## src/rtl/chess_mv_pkg.sv

```systemverilog
// ----------------------------------------------------------------------------
// chess_mv_pkg
//   Shared definitions for the legal-move-generator output path: the packed
//   move-word layout, move field offsets, the invalid-move marker, the
//   unpacker FSM states and slot helper functions.
//   Move word (160 b): [159:152] pad, slot0 = [151:133] ... slot7 = [18:0].
//   Move slot (19 b):  {flags[6:0], from[5:0], to[5:0]}.
// ----------------------------------------------------------------------------
package chess_mv_pkg;

    localparam int unsigned MV_W       = 19;
    localparam int unsigned MV_SLOTS   = 8;
    localparam int unsigned MVWORD_W   = 160;
    localparam int unsigned PAD_W      = MVWORD_W - MV_SLOTS * MV_W;
    localparam int unsigned SLOT_IDX_W = 3;

    localparam int unsigned TO_LSB     = 0;
    localparam int unsigned FROM_LSB   = 6;
    localparam int unsigned FLG_LSB    = 12;
    localparam int unsigned SQ_W       = 6;
    localparam int unsigned FLG_W      = 7;
    localparam int unsigned INV_BIT    = 6;

    localparam logic [FLG_W-1:0] IMOV = 7'h40;

    typedef enum logic [2:0] {
        ST_IDLE,
        ST_REQ,
        ST_WAIT,
        ST_EMIT,
        ST_DONE
    } unpack_state_e;

    // Slot 0 sits at the top of the slot field, slot 7 at the bottom.
    function automatic logic [MV_W-1:0] slot_extract(
        input logic [MV_SLOTS*MV_W-1:0] slots,
        input logic [SLOT_IDX_W-1:0]    idx
    );
        return slots[(MV_SLOTS - 1 - 32'(idx)) * MV_W +: MV_W];
    endfunction

    function automatic logic slot_invalid(input logic [MV_W-1:0] mv);
        return (mv[FLG_LSB +: FLG_W] & IMOV) != '0;
    endfunction

    function automatic logic slot_self_move(input logic [MV_W-1:0] mv);
        return !mv[FLG_LSB + INV_BIT] &&
               (mv[FROM_LSB +: SQ_W] == mv[TO_LSB +: SQ_W]);
    endfunction

endpackage

```

## src/rtl/mv_slot_pick.sv

```systemverilog
// ----------------------------------------------------------------------------
// mv_slot_pick
//   Combinational priority pick over the pending-slot mask: lowest set bit
//   wins, so slot 0 is emitted first.
//   mask in  [7:0]  pending (legal, not yet transferred) slots
//   idx  out [2:0]  index of lowest set mask bit (0 when mask is empty)
//   any  out        mask has at least one bit set
// ----------------------------------------------------------------------------
module mv_slot_pick
    import chess_mv_pkg::*;
(
    input  logic [MV_SLOTS-1:0]   mask,
    output logic [SLOT_IDX_W-1:0] idx,
    output logic                  any
);

    // Scan high to low so the last hit is the lowest index.
    always_comb begin
        idx = '0;
        for (int unsigned i = MV_SLOTS; i > 0; i--) begin
            if (mask[i-1]) begin
                idx = SLOT_IDX_W'(i - 1);
            end
        end
    end

    assign any = |mask;

endmodule

```

## src/rtl/lmg_move_unpacker.sv

```systemverilog
// ----------------------------------------------------------------------------
// lmg_move_unpacker
//   Drains the legal-move-generator FIFO one 160-bit word at a time, drops
//   slots flagged invalid (flags[6]) and streams the legal moves one per
//   valid/ready handshake. Reports a saturating move count and a done level
//   once the generator has finished and the FIFO is empty.
//   Optional feature macro: UNPACK_ERRCHK_EN -- sticky err on a captured word
//   with non-zero pad or any legal slot with from == to.
//
//   clk       in         rising-edge clock
//   reset     in         asynchronous, active-low
//   start     in         begins a drain (accepted in IDLE/DONE only)
//   lmg_done  in         generator finished writing (level)
//   fifoIn    in  [159:0] FIFO read data
//   fifoEmpty in         FIFO empty flag
//   rden      out        FIFO read request, one pulse per word
//   mv_out    out [18:0] current move {flags, from, to}
//   mv_valid  out        mv_out valid, held until accepted
//   mv_ready  in         downstream accept
//   mv_count  out [CNT_W-1:0] moves transferred since start (saturating)
//   done      out        drain complete
//   err       out        sticky protocol error (0 unless UNPACK_ERRCHK_EN)
// ----------------------------------------------------------------------------
module lmg_move_unpacker
    import chess_mv_pkg::*;
#(
    parameter int unsigned FIFO_LAT = 1,
    parameter int unsigned CNT_W    = 8
) (
    input  logic                clk,
    input  logic                reset,
    input  logic                start,
    input  logic                lmg_done,
    input  logic [MVWORD_W-1:0] fifoIn,
    input  logic                fifoEmpty,
    output logic                rden,
    output logic [MV_W-1:0]     mv_out,
    output logic                mv_valid,
    input  logic                mv_ready,
    output logic [CNT_W-1:0]    mv_count,
    output logic                done,
    output logic                err
);

    localparam logic [1:0] LAT_LAST = 2'(FIFO_LAT - 1);

    unpack_state_e              state_q, state_d;
    logic [MV_SLOTS*MV_W-1:0]   word_q, word_d;
    logic [MV_SLOTS-1:0]        mask_q, mask_d;
    logic [1:0]                 lat_q, lat_d;
    logic [CNT_W-1:0]           cnt_q, cnt_d;

    logic [MV_SLOTS*MV_W-1:0]   slots_in;
    logic [SLOT_IDX_W-1:0]      pick_idx;
    logic                       pick_any;
    logic [MV_SLOTS-1:0]        pick_oh;
    logic                       xfer;
    logic                       start_ok;
    logic                       capture;

    mv_slot_pick u_pick (
        .mask (mask_q),
        .idx  (pick_idx),
        .any  (pick_any)
    );

    assign slots_in = fifoIn[MV_SLOTS*MV_W-1:0];
    assign pick_oh  = MV_SLOTS'(1) << pick_idx;
    assign start_ok = start && (state_q == ST_IDLE || state_q == ST_DONE);
    assign capture  = (state_q == ST_WAIT) && (lat_q == LAT_LAST);
    assign xfer     = (state_q == ST_EMIT) && pick_any && mv_ready;

    always_comb begin
        state_d = state_q;
        word_d  = word_q;
        mask_d  = mask_q;
        lat_d   = lat_q;
        cnt_d   = cnt_q;
        rden    = 1'b0;

        unique case (state_q)
            ST_IDLE, ST_DONE: begin
                if (start_ok) begin
                    state_d = ST_REQ;
                    cnt_d   = '0;
                end
            end
            ST_REQ: begin
                // lmg_done only matters once the FIFO is empty, so words
                // written before it rose are still drained.
                if (!fifoEmpty) begin
                    rden    = 1'b1;
                    lat_d   = '0;
                    state_d = ST_WAIT;
                end else if (lmg_done) begin
                    state_d = ST_DONE;
                end
            end
            ST_WAIT: begin
                if (capture) begin
                    word_d = slots_in;
                    for (int unsigned i = 0; i < MV_SLOTS; i++) begin
                        mask_d[i] = !slot_invalid(slot_extract(slots_in, SLOT_IDX_W'(i)));
                    end
                    state_d = ST_EMIT;
                end else begin
                    lat_d = lat_q + 2'd1;
                end
            end
            ST_EMIT: begin
                if (!pick_any) begin
                    state_d = ST_REQ;
                end else if (xfer) begin
                    mask_d = mask_q & ~pick_oh;
                    cnt_d  = (cnt_q == '1) ? cnt_q : cnt_q + 1'b1;
                    if (mask_d == '0) begin
                        state_d = ST_REQ;
                    end
                end
            end
            default: state_d = ST_IDLE;
        endcase
    end

    always_ff @(posedge clk or negedge reset) begin
        if (!reset) begin
            state_q <= ST_IDLE;
            word_q  <= '0;
            mask_q  <= '0;
            lat_q   <= '0;
            cnt_q   <= '0;
        end else begin
            state_q <= state_d;
            word_q  <= word_d;
            mask_q  <= mask_d;
            lat_q   <= lat_d;
            cnt_q   <= cnt_d;
        end
    end

    assign mv_valid = (state_q == ST_EMIT) && pick_any;
    assign mv_out   = mv_valid ? slot_extract(word_q, pick_idx) : '0;
    assign mv_count = cnt_q;
    assign done     = (state_q == ST_DONE);

`ifdef UNPACK_ERRCHK_EN
    logic err_q, err_d, cap_err;

    always_comb begin
        cap_err = (fifoIn[MVWORD_W-1 -: PAD_W] != '0);
        for (int unsigned i = 0; i < MV_SLOTS; i++) begin
            if (slot_self_move(slot_extract(slots_in, SLOT_IDX_W'(i)))) begin
                cap_err = 1'b1;
            end
        end
        err_d = err_q;
        if (start_ok) begin
            err_d = 1'b0;
        end else if (capture) begin
            err_d = err_q | cap_err;
        end
    end

    always_ff @(posedge clk or negedge reset) begin
        if (!reset) begin
            err_q <= 1'b0;
        end else begin
            err_q <= err_d;
        end
    end

    assign err = err_q;
`else
    logic unused_pad;
    assign unused_pad = ^fifoIn[MVWORD_W-1 -: PAD_W];
    assign err        = 1'b0;
`endif

endmodule

```

## config.mk

```make
export PLATFORM = sky130hd
export DESIGN_NAME = lmg_move_unpacker
export DESIGN_NICKNAME = d
export VERILOG_FILES = /design/src/rtl/chess_mv_pkg.sv /design/src/rtl/mv_slot_pick.sv /design/src/rtl/lmg_move_unpacker.sv
export SDC_FILE = /design/constraint.sdc
export NUM_CORES = 1
export LEC_CHECK = 0
export ABC_AREA = 1
export BUFFER_PORTS_ARGS = -buffer_cell sky130_fd_sc_hd__buf_2
export CAP_MARGIN = 20
export CORE_MARGIN = 10
export CORE_UTILIZATION = 55
export CTS_CLUSTER_DIAMETER = 40
export DETAILED_ROUTE_END_ITERATION = 10
export PLACE_DENSITY = 0.76
export SLEW_MARGIN = 20
export SYNTH_ARGS = -nofsm -noshare
export SYNTH_HDL_FRONTEND = slang
export SYNTH_HIERARCHICAL = 1
export SYNTH_SLANG_ARGS = --single-unit
```

## constraint.sdc

```tcl
create_clock -name clk -period 6.45 [get_ports clk]
set_clock_uncertainty 0.05 [all_clocks]
set_input_delay 0.645 -clock clk [delete_from_list [all_inputs] [get_ports clk]]
set_output_delay 0.645 -clock clk [all_outputs]
set_load 0.1 [all_outputs]
```

# Word-level counts from Yosys, hierarchy flattened
# Index checks and enable logic that the tools add are counted.
# word_totals
reg_bits	173
in_bits	166
output_inout_bits	31
word_cells	85
# classes
addsub	3
multipliers	1
eq_ne	15
shift	2
mux	31
n_bitwise	2
reduce_logical	26
# op_table
operator	count
152-bit by 33-bit variable part select with 19-bit output	1
8-bit 2-to-1 mux	7
3-bit 2-to-1 mux	15
8-bit one-hot mux with 2 select lines	2
19-bit 2-to-1 mux	1
2-bit inequality test, second input constant	7
3-bit one-hot mux with 4 select lines	1
4-bit by 6-bit multiplier with 10-bit output, second input constant	1
5-bit AND reduction	2
3-bit inequality test, second input constant	3
8-bit by 1-bit adder with 8-bit output, second input constant	1
8-bit AND	1
8-bit == test, second input constant	1
1-bit logical NOT	8
8-bit logical NOT	1
8-bit inverter	1
8-bit OR reduction	1
1-bit by 3-bit left shift with 8-bit output, first input constant	1
3-bit by 2-bit == test with 1-bit output, second input constant	2
2-bit nonzero test	3
1-bit logical AND	4
2-bit 2-to-1 mux	2
2-bit one-hot mux with 2 select lines	1
4-bit AND reduction	1
11 further kinds	12

# Logic depth before layout (Yosys ltp)
# Gate-level depths: netlist (run 1).
# depth
word_depth	16
depth_mapped	29
depth_no_buf	23

# Modules after synthesis
# The synthesis (run 1) kept the hierarchy.
# by_module_without_submodules
module	instances	cells_each	area_per_inst_um2	seq_area_each_um2
lmg_move_unpacker	1	2443	15605.0	4329.2
mv_slot_pick	1	22	98.8	0.0

# Least setup slack after synthesis (run 1)
# No wires, ideal clock.
# synth_path
path_kind	register -> output
start	register mask_q[5]
end	output port mv_out[10]
arrival_ns	4.872
t_required_ns	5.755
path_slack_ns	0.883
stages_incl_launch_ff	16
path_buffers	4
path_cell_list	dfrtp_1 inv_1 nand3_1 a31oi_1 inv_2 ha_1 ha_1 ha_1 clkbuf_1 buf_2 buf_1 clkbuf_1 nor2_1 o21ai_0 nand2_1 a21oi_1
# synth_via
elab_chain_len	10
elab_cells_between_ends	12
cone_classes	1 x add/sub; 1 x mul; 1 x shift; 7 x mux; 2 x reduce/logical
# synth_lines
element	line	rtl
from (decl)	lmg_move_unpacker.sv:49	logic [MV_SLOTS-1:0] mask_q, mask_d;
from (signal assigned)	lmg_move_unpacker.sv:135	mask_q <= mask_d;
3-bit 2-to-1 mux (6 in series)	mv_slot_pick.sv:21	if (mask[i-1]) begin
net pick_idx[1]	lmg_move_unpacker.sv:54	logic [SLOT_IDX_W-1:0] pick_idx;
3-bit by 3-bit subtractor with 4-bit output	chess_mv_pkg.sv:39	return slots[(MV_SLOTS - 1 - 32'(idx)) * MV_W +: MV_W];
4-bit by 6-bit multiplier with 10-bit output	chess_mv_pkg.sv:39	
152-bit by 33-bit variable part select with 19-bit output	chess_mv_pkg.sv:39	
19-bit 2-to-1 mux	lmg_move_unpacker.sv:142	assign mv_out = mv_valid ? slot_extract(word_q, pick_idx) : '0;
to (decl)	lmg_move_unpacker.sv:37	output logic [MV_W-1:0] mv_out,
# The timed path passes the listed nets, and every way through them passes these cells.

# Worst setup path in the final report (run 1)
# layout_path
start	register mask_q[2]
end	output port mv_out[7]
# layout_via
elab_chain_len	7
elab_cells_between_ends	9
cone_classes	1 x add/sub; 1 x mul; 1 x shift; 4 x mux; 2 x reduce/logical
# layout_lines
element	line
3-bit 2-to-1 mux (3 in series)	mv_slot_pick.sv:21
net pick_idx[2]	lmg_move_unpacker.sv:54
3-bit by 3-bit subtractor with 4-bit output	chess_mv_pkg.sv:39
4-bit by 6-bit multiplier with 10-bit output	chess_mv_pkg.sv:39
152-bit by 33-bit variable part select with 19-bit output	chess_mv_pkg.sv:39
19-bit 2-to-1 mux	lmg_move_unpacker.sv:142
# The timed path passes the listed nets, and every way through them passes these cells.

==> impl_metrics.toml, run 1 <==
[detailed_routing]
vias = 17800
drt_pass1_iterations = 6
via_per_inst = 6.13
drt_iter0_markers = 2428
wl_met1_um = 23800
top_layer_used = "met4"
finalWirelength_um = 55700
wl_per_cell_um = 19.2
drc = 0
postRouteAntennaNets = 0
met2WireLength_um = 25500
route.met3.wl_um = 4770

[clock_network]
clk_pin_slew_ns = 0.07
max-clock-path-buffers = 2
postCtsHoldBufs = 0
cts.sinks = 173
clock-root-buffer = "clkbuf_16"
clk_latency_ns = 0.46
htreeDepth = 4
cts_tree = "built"
cts_setup_buffers = 0
cts_resized = 0
numCtsBuffers = 17

[critical_path]
worstPathArrival_ns = 5.31
rr_startpoint = "mask_q[5]"
setup.worst_path.class = "flop to output port"
cp-end-kind = "output port"
cp-start-kind = "flop"
crit_path_top_delay_cell = "inv_4"
path_common_cell = "nand2_1"
cp-startpoint = "mask_q[2]"
slowest_delay_ns = 0.65
cp_max_fo = 71
cp_cell_sequence = "inv_1 > nand4_1 > nor2_1 > inv_1 > ha_1 > ha_4 > inv_4 > buf_4 > nand3_1 > nand3_1 > o21ai_0 > nand2_1 > nand2_1 > a21oi_1 > nand2_1 > a21oi_1 > buf_2"
worstPathRequired_ns = 5.75

[place]
io_buffers = 187
pre_cts_ws_ns = 1.11
place.gp.congestion = 0.990
dp_hpwl_um = 42100

[synthesis]
ys_types = 37
syn_inst = 2465
synth-async-reset-ratio = 1.00
ys_top_cells_by_area = "dfrtp_1 (28%), nand3_1 (27%), nand2_1 (19%)"
synth-edff-count = 0
post-synth-top-area-cell = "dfrtp_1"
synth_fp_nets = 2643
synth_area_per_cell_um2 = 6.37
dominantRegCellSynth = "dfrtp_1"
synth_top_area_share = 0.276
yosys_warnings = 6
ys_ff_latch = 173
synth_area_um2 = 15700
synth_seq_area_share = 0.276

[timing]
period_needed_ns = 6.00
post-route-period-util = 0.931
worst_pin_slew_ns = 1.07
rsz0062_at_grt = "false"
setup_ws_ns = 0.447
max_slew_margin = 0.285
tns_ns = 0
setup_viol = 0
hold_viol_final = 0
max_freq_mhz = 167
hold_slack_ns = 0.273
drv_slew = 0

[floorplanning]
die_area_um2 = 35700
die_y_um = 189
fp.dieW_um = 189
rows = 61
core_area_um2 = 28000
io_pins = 197
initial_utilization = 0.561

[global_routing]
antenna_found_initial = 0
grt_overflow = 0
grt_pass1_vias = 16700
grt_use_total = 0.306
grt_max_degree = 110
grt_pass1_wl_um = 88600

[cells_and_area]
nets = 2697
register_area_um2 = 4330
final_common_cell = "nand3_1"
areaGrowthSynthToFinish_pct = 9.98
layout-drive-gt1-share = 0.163
post-route-util = 0.617
fill_cells = 2737
multiInputGateArea_um2 = 10400
antenna_cells = 0
layout_common_cells = "nand3_1 (847), nand2_1 (789), buf_2 (186)"

[run]
drv_cap = 0

[outcome]
status = "finished, final reports clean"

[worst_hold_path]
hold_class = "primary input to asynchronous set/reset pin"
-- area by class of cell --
type                            instances  area share
Multi-Input combinational cell       2034       0.599
Sequential cell                       173       0.251
Timing Repair Buffer                  212      0.0705
Tap cell                              378      0.0274
Clock buffer                           20      0.0264
Inverter                               81      0.0183
Clock inverter                         12     0.00746
-- worst max-delay path, delay by kind of cell (launching register included) --
kind | cells | cell delay, ns
compound gates | 3 | 0.61
fa+ha+maj | 2 | 0.80
buf+inv | 5 | 1.90
flops | 1 | 0.43
simple gates | 7 | 1.02
-- worst paths after layout --
| check | depth (start not counted) | endpoint | slack, ns |
|---|---|---|---|
| max | 17 | mv_out[7] | 0.45 |
| min | 1 | word_q[104] | 0.27 |
| max reg2reg | 18 | state_q[0] | 2.11 |
| min reg2reg | 1 | word_q[0] | 0.48 |
| max in group asynchronous | 2 | word_q[150] | 4.66 |
| min in group clk | 2 | word_q[69] | 0.36 |
-- per-stage QoR --
step,area [µm²],instances
2_1_floorplan,15700,2465
3_3_place_gp,16700,2878
3_5_place_dp,16700,2878
4_1_cts,17300,2910
5_1_grt,17300,2910
6_report,17300,2910
-- logic make-up after synthesis --
kind of cell / after synthesis / synth area share
flops: 173 / 0.276
xor+xnor: 3 / 0.00526
other cells: 1 / 0.000239
buf+inv: 258 / 0.0688
simple gates: 1730 / 0.488
mux: 144 / 0.103
compound gates: 144 / 0.0494
fa+ha+maj: 12 / 0.00956
-- synthesized netlist by cell type, types with 4 or more instances --
cell type	number
nor3_1	10
o21ai_0	62
inv_2	4
clkbuf_1	63
a21oi_1	52
nor2_1	64
buf_1	46
inv_1	75
mux2_2	144
a31oi_1	10
buf_2	63
nand3_1	847
o211ai_1	10
ha_1	12
nand2_1	790
and2_1	4
dfrtp_1	173
o21ai_1	4
-- routing by layer --
metal / global-route usage / vias up
li1: - / 8489
met1: 0.416 / 8380
met2: 0.477 / 882
met3: 0.0612 / 92
met4: 0.0992 / 0
met5: 0 / -
-- sequential cells by signal, indices dropped and copies added, names as in the netlist --
register  flops
mv_count      8
state_q       3
lat_q         2
word_q      152
mask_q        8
Power of run 1 is left out: the tool's default activity adds up to more than one toggle a clock period on the data nets, which glitch-free logic cannot reach.
==> inputs of run 2 (changes only) <==
--- a/config.mk
+++ b/config.mk
@@ -12,7 +12,7 @@
 export CORE_UTILIZATION = 55
 export CTS_CLUSTER_DIAMETER = 40
 export DETAILED_ROUTE_END_ITERATION = 10
-export PLACE_DENSITY = 0.76
+export PLACE_DENSITY = 0.73
 export SLEW_MARGIN = 20
 export SYNTH_ARGS = -nofsm -noshare
 export SYNTH_HDL_FRONTEND = slang
==> impl_metrics.toml, run 2 (synthesis results as in run 1) <==
[place]
pre_cts_ws_ns = 1.22
place.gp.congestion = 1.01
place_area_um2 = 16600
dp_hpwl_um = 41100
io_buffers = 187

[timing]
rsz0062_at_grt = "false"
hold_viol_final = 0
setup_viol = 0
drv_slew = 0
tns_ns = 0
setup_ws_ns = 0.610
post-route-period-util = 0.905
worst_pin_slew_ns = 1.03
max_freq_mhz = 171
max_slew_margin = 0.316
period_needed_ns = 5.84

[critical_path]
path_common_cell = "nand2_1"
crit_family = "simple AND/OR/NAND/NOR gates"
rr_worst_depth = 18
crit_path_top_delay_cell = "ha_4"
path_buf_inv = 7
cp-start-kind = "flop"
setup.worst_path.class = "flop to output port"
rr_startpoint = "mask_q[5]"
slowest_delay_ns = 0.61
worstPathRequired_ns = 5.75
worstPathArrival_ns = 5.14
cp_cell_sequence = "inv_1 > nand4_1 > nor2_1 > inv_1 > ha_1 > ha_4 > ha_4 > clkinv_2 > buf_4 > nor2_1 > nand3_1 > nand2_1 > inv_1 > nand2_1 > nand2_1 > nand2_1 > inv_1 > nand2_1 > a21oi_1 > buf_2"
cp_max_fo = 51
r2r_end = "state_q[0]"
cp-end-kind = "output port"
reg2reg_slack_ns = 2.46
cp.depth = 20

[cells_and_area]
regMostFlops = "word_q"
final_cell_area_um2 = 17200
fill_cells = 2747
register_area_um2 = 4330
multiInputGateArea_um2 = 10400
final_common_cell = "nand3_1"
antenna_cells = 0
areaGrowthSynthToFinish_pct = 9.78
layout-drive-gt1-share = 0.161
nets = 2692
largest_register_ffs = 152
layout_common_cells = "nand3_1 (847), nand2_1 (789), buf_2 (183)"

[global_routing]
grt_use_total = 0.302
grt_overflow = 0
grt_pass1_wl_um = 87900
grt_max_degree = 149
antenna_found_initial = 0
grt_pass1_vias = 16700

[detailed_routing]
drt_iter0_markers = 2416
postRouteAntennaNets = 0
drt_pass1_iterations = 7
vias = 17800
finalWirelength_um = 55300
via_per_inst = 6.12
drc = 0
wl_per_cell_um = 19.0

[clock_network]
numCtsBuffers = 17
cts_tree = "built"
clk_pin_slew_ns = 0.08
postCtsHoldBufs = 0
clock-root-buffer = "clkbuf_16"
htreeDepth = 4
max-clock-path-buffers = 2
cts_resized = 0
cts.sinks = 173
cts_setup_buffers = 0
clk_latency_ns = 0.47

[floorplanning]
die_y_um = 189
die_area_um2 = 35700
fp.dieW_um = 189
io_pins = 197
rows = 61
initial_utilization = 0.561
core_area_um2 = 28000

[outcome]
status = "finished, final reports clean"

[worst_hold_path]
hold_class = "primary input to asynchronous set/reset pin"

[run]
drv_cap = 0
## run 2: cell count changes in the layout (fill, tap and decap cells not counted)
| cell | change |
|---|---|
| clkinvlp_4 | -2 |
| inv_8 | +3 |
| buf_12 | -1 |
| buf_4 | -1 |
| clkinv_2 | -1 |
| buf_2 | -3 |
| clkbuf_8 | -2 |
| clkinv_8 | +1 |
| clkinv_4 | +1 |
## run 2: how the worst max path moves through the flow
stage | startpoint | end | slack [ns]
3_5_place_dp | mask_q[1] | mv_out[3] | 1.22
5_1_grt | mask_q[3] | mv_out[13] | 0.30
4_1_cts | mask_q[1] | mv_out[3] | 0.71
3_3_place_gp | mask_q[1] | mv_out[3] | 1.31
2_1_floorplan | mask_q[5] | mv_out[10] | 0.88
6_report | mask_q[1] | mv_out[3] | 0.61
## run 2: cell type report
type                    count  area share
multi-input cells        2034       0.600
flip-flops and latches    173       0.251
repair buffers            207      0.0681
well taps                 378      0.0274
clock buffers              18      0.0249
inverters                  81      0.0183
clock inverters            14     0.00972
## run 2: per-layer routing
| layer | share of wire | track usage | up-vias |
|---|---|---|---|
| met4 | 0.031 | 0.104 | 0 |
| met5 | 0 | 0 | - |
| met1 | 0.43 | 0.409 | 8318 |
| met3 | 0.087 | 0.0586 | 106 |
| met2 | 0.46 | 0.473 | 860 |
| li1 | - | - | 8482 |
## run 2: stage by stage
step | hold WS, ns | instances | utilization
floorplan | 0.299 | 2465 | -
global placement | 0.458 | 2873 | 0.594
detailed placement | 0.461 | 2873 | 0.594
CTS | 0.238 | 2905 | 0.615
global route | 0.288 | 2905 | 0.615
finish | 0.197 | 2905 | 0.615
Power of run 2 is left out for the same reason.
==> inputs of run 3 (changes only) <==
--- a/config.mk
+++ b/config.mk
@@ -8,11 +8,13 @@
 export ABC_AREA = 1
 export BUFFER_PORTS_ARGS = -buffer_cell sky130_fd_sc_hd__buf_2
 export CAP_MARGIN = 20
+export CELL_PAD_IN_SITES_DETAIL_PLACEMENT = 1
+export CELL_PAD_IN_SITES_GLOBAL_PLACEMENT = 1
 export CORE_MARGIN = 10
-export CORE_UTILIZATION = 55
+export CORE_UTILIZATION = 45
 export CTS_CLUSTER_DIAMETER = 40
 export DETAILED_ROUTE_END_ITERATION = 10
-export PLACE_DENSITY = 0.73
+export PLACE_DENSITY = 0.84
 export SLEW_MARGIN = 20
 export SYNTH_ARGS = -nofsm -noshare
 export SYNTH_HDL_FRONTEND = slang
==> impl_metrics.toml, run 3 (synthesis results as in run 1) <==
[outcome]
status = "finished, final reports clean"

[timing]
post-route-period-util = 0.926
worst_pin_slew_ns = 1.08
period_needed_ns = 5.97
drv_slew = 0
rsz0062_at_grt = "false"
max_slew_margin = 0.281
setup_viol = 0
max_freq_mhz = 167
hold_viol_final = 0
tns_ns = 0
setup_ws_ns = 0.478

[global_routing]
antenna_found_initial = 0
grt_pass1_vias = 18600
grt_pass1_wl_um = 104000
grt_use_total = 0.310
grt_overflow = 0
grt_max_degree = 117

[detailed_routing]
postRouteAntennaNets = 0
wl_per_cell_um = 22.3
via_per_inst = 6.05
drc = 0
vias = 18100
drt_pass1_iterations = 5
drt_iter0_markers = 1657
finalWirelength_um = 66500

[floorplanning]
die_y_um = 207
rows = 68
io_pins = 197
initial_utilization = 0.456
fp.dieW_um = 207
core_area_um2 = 34500
die_area_um2 = 42800

[clock_network]
clk_pin_slew_ns = 0.08
cts_resized = 0
htreeDepth = 4
cts.sinks = 173
max-clock-path-buffers = 2
clk_latency_ns = 0.48
numCtsBuffers = 17
cts_tree = "built"
postCtsHoldBufs = 0
cts_setup_buffers = 0
clock-root-buffer = "clkbuf_16"

[cells_and_area]
final_common_cell = "nand3_1"
layout_common_cells = "nand3_1 (847), nand2_1 (789), buf_2 (186)"
post-route-util = 0.504
layout-drive-gt1-share = 0.163
fill_cells = 4723
largest_register_ffs = 152
regMostFlops = "word_q"
nets = 2694
antenna_cells = 0
areaGrowthSynthToFinish_pct = 10.6

[critical_path]
cp-start-kind = "flop"
reg2reg_slack_ns = 1.71
path_common_cell = "nand2_1"
setup.worst_path.class = "flop to output port"
cp_cell_sequence = "inv_1 > nand4_1 > nor2_1 > inv_1 > ha_1 > ha_4 > inv_4 > buf_12 > nand3_1 > nand2_1 > o21ai_0 > nand2_1 > nand2_1 > a21oi_1 > nand2_1 > a21oi_1 > buf_2"
rr_startpoint = "mask_q[5]"
crit_path_top_delay_cell = "inv_4"
r2r_end = "state_q[0]"
rr_worst_depth = 18
path_buf_inv = 5
worstPathArrival_ns = 5.28
cp-end-kind = "output port"
slowest_delay_ns = 0.61
cp_max_fo = 65
worstPathRequired_ns = 5.75
crit_family = "buffers and inverters"

[place]
dp_hpwl_um = 50200
pre_cts_ws_ns = 1.10
io_buffers = 187
place.gp.congestion = 0.958

[run]
drv_cap = 0

[worst_hold_path]
hold_class = "primary input to asynchronous set/reset pin"
run 3: cell types whose count changed in the layout (fill, tap and decap cells not counted), sizes merged:
cell,change
buf,+2
clkinv,-1
clkbuf,-1
clkinvlp,+2
run 3: how the worst max path moves through the flow:
stage          startpoint  slack [ns]          to  cells after the start
6_report        mask_q[2]        0.48   mv_out[7]                     17
3_5_place_dp    mask_q[1]        1.10   mv_out[4]                     19
4_1_cts         mask_q[2]        0.54   mv_out[4]                     19
5_1_grt         mask_q[2]        0.15   mv_out[4]                     18
3_3_place_gp    mask_q[2]        1.26   mv_out[4]                     19
2_1_floorplan   mask_q[5]        0.88  mv_out[10]                     15
run 3: layout make-up:
type / count / area [µm²] / share of cell area
multi-input combinational: 2034 / 10400 / 0.596
sequential: 173 / 4330 / 0.249
timing repair buffer: 209 / 1190 / 0.0688
tap: 455 / 569 / 0.0328
clock buffer: 17 / 425 / 0.0245
inverter: 81 / 315 / 0.0182
clock inverter: 15 / 175 / 0.0101
run 3: routing by layer:
metal,GRT usage,vias up,share of wire
li1,-,8484,-
met1,0.399,8978,0.44
met2,0.527,516,0.49
met3,0.0502,88,0.052
met4,0.0867,0,0.024
met5,0,-,0
run 3: through the flow:
stage                     instance area (µm²)  hold WS [ns]  instances
after detailed placement                16800         0.466       2952
after CTS                               17400         0.202       2984
final                                   17400         0.149       2984
after global placement                  16800         0.450       2952
after global routing                    17400         0.206       2984
after floorplan                         15700         0.299       2465
Power of run 3 is left out for the same reason.
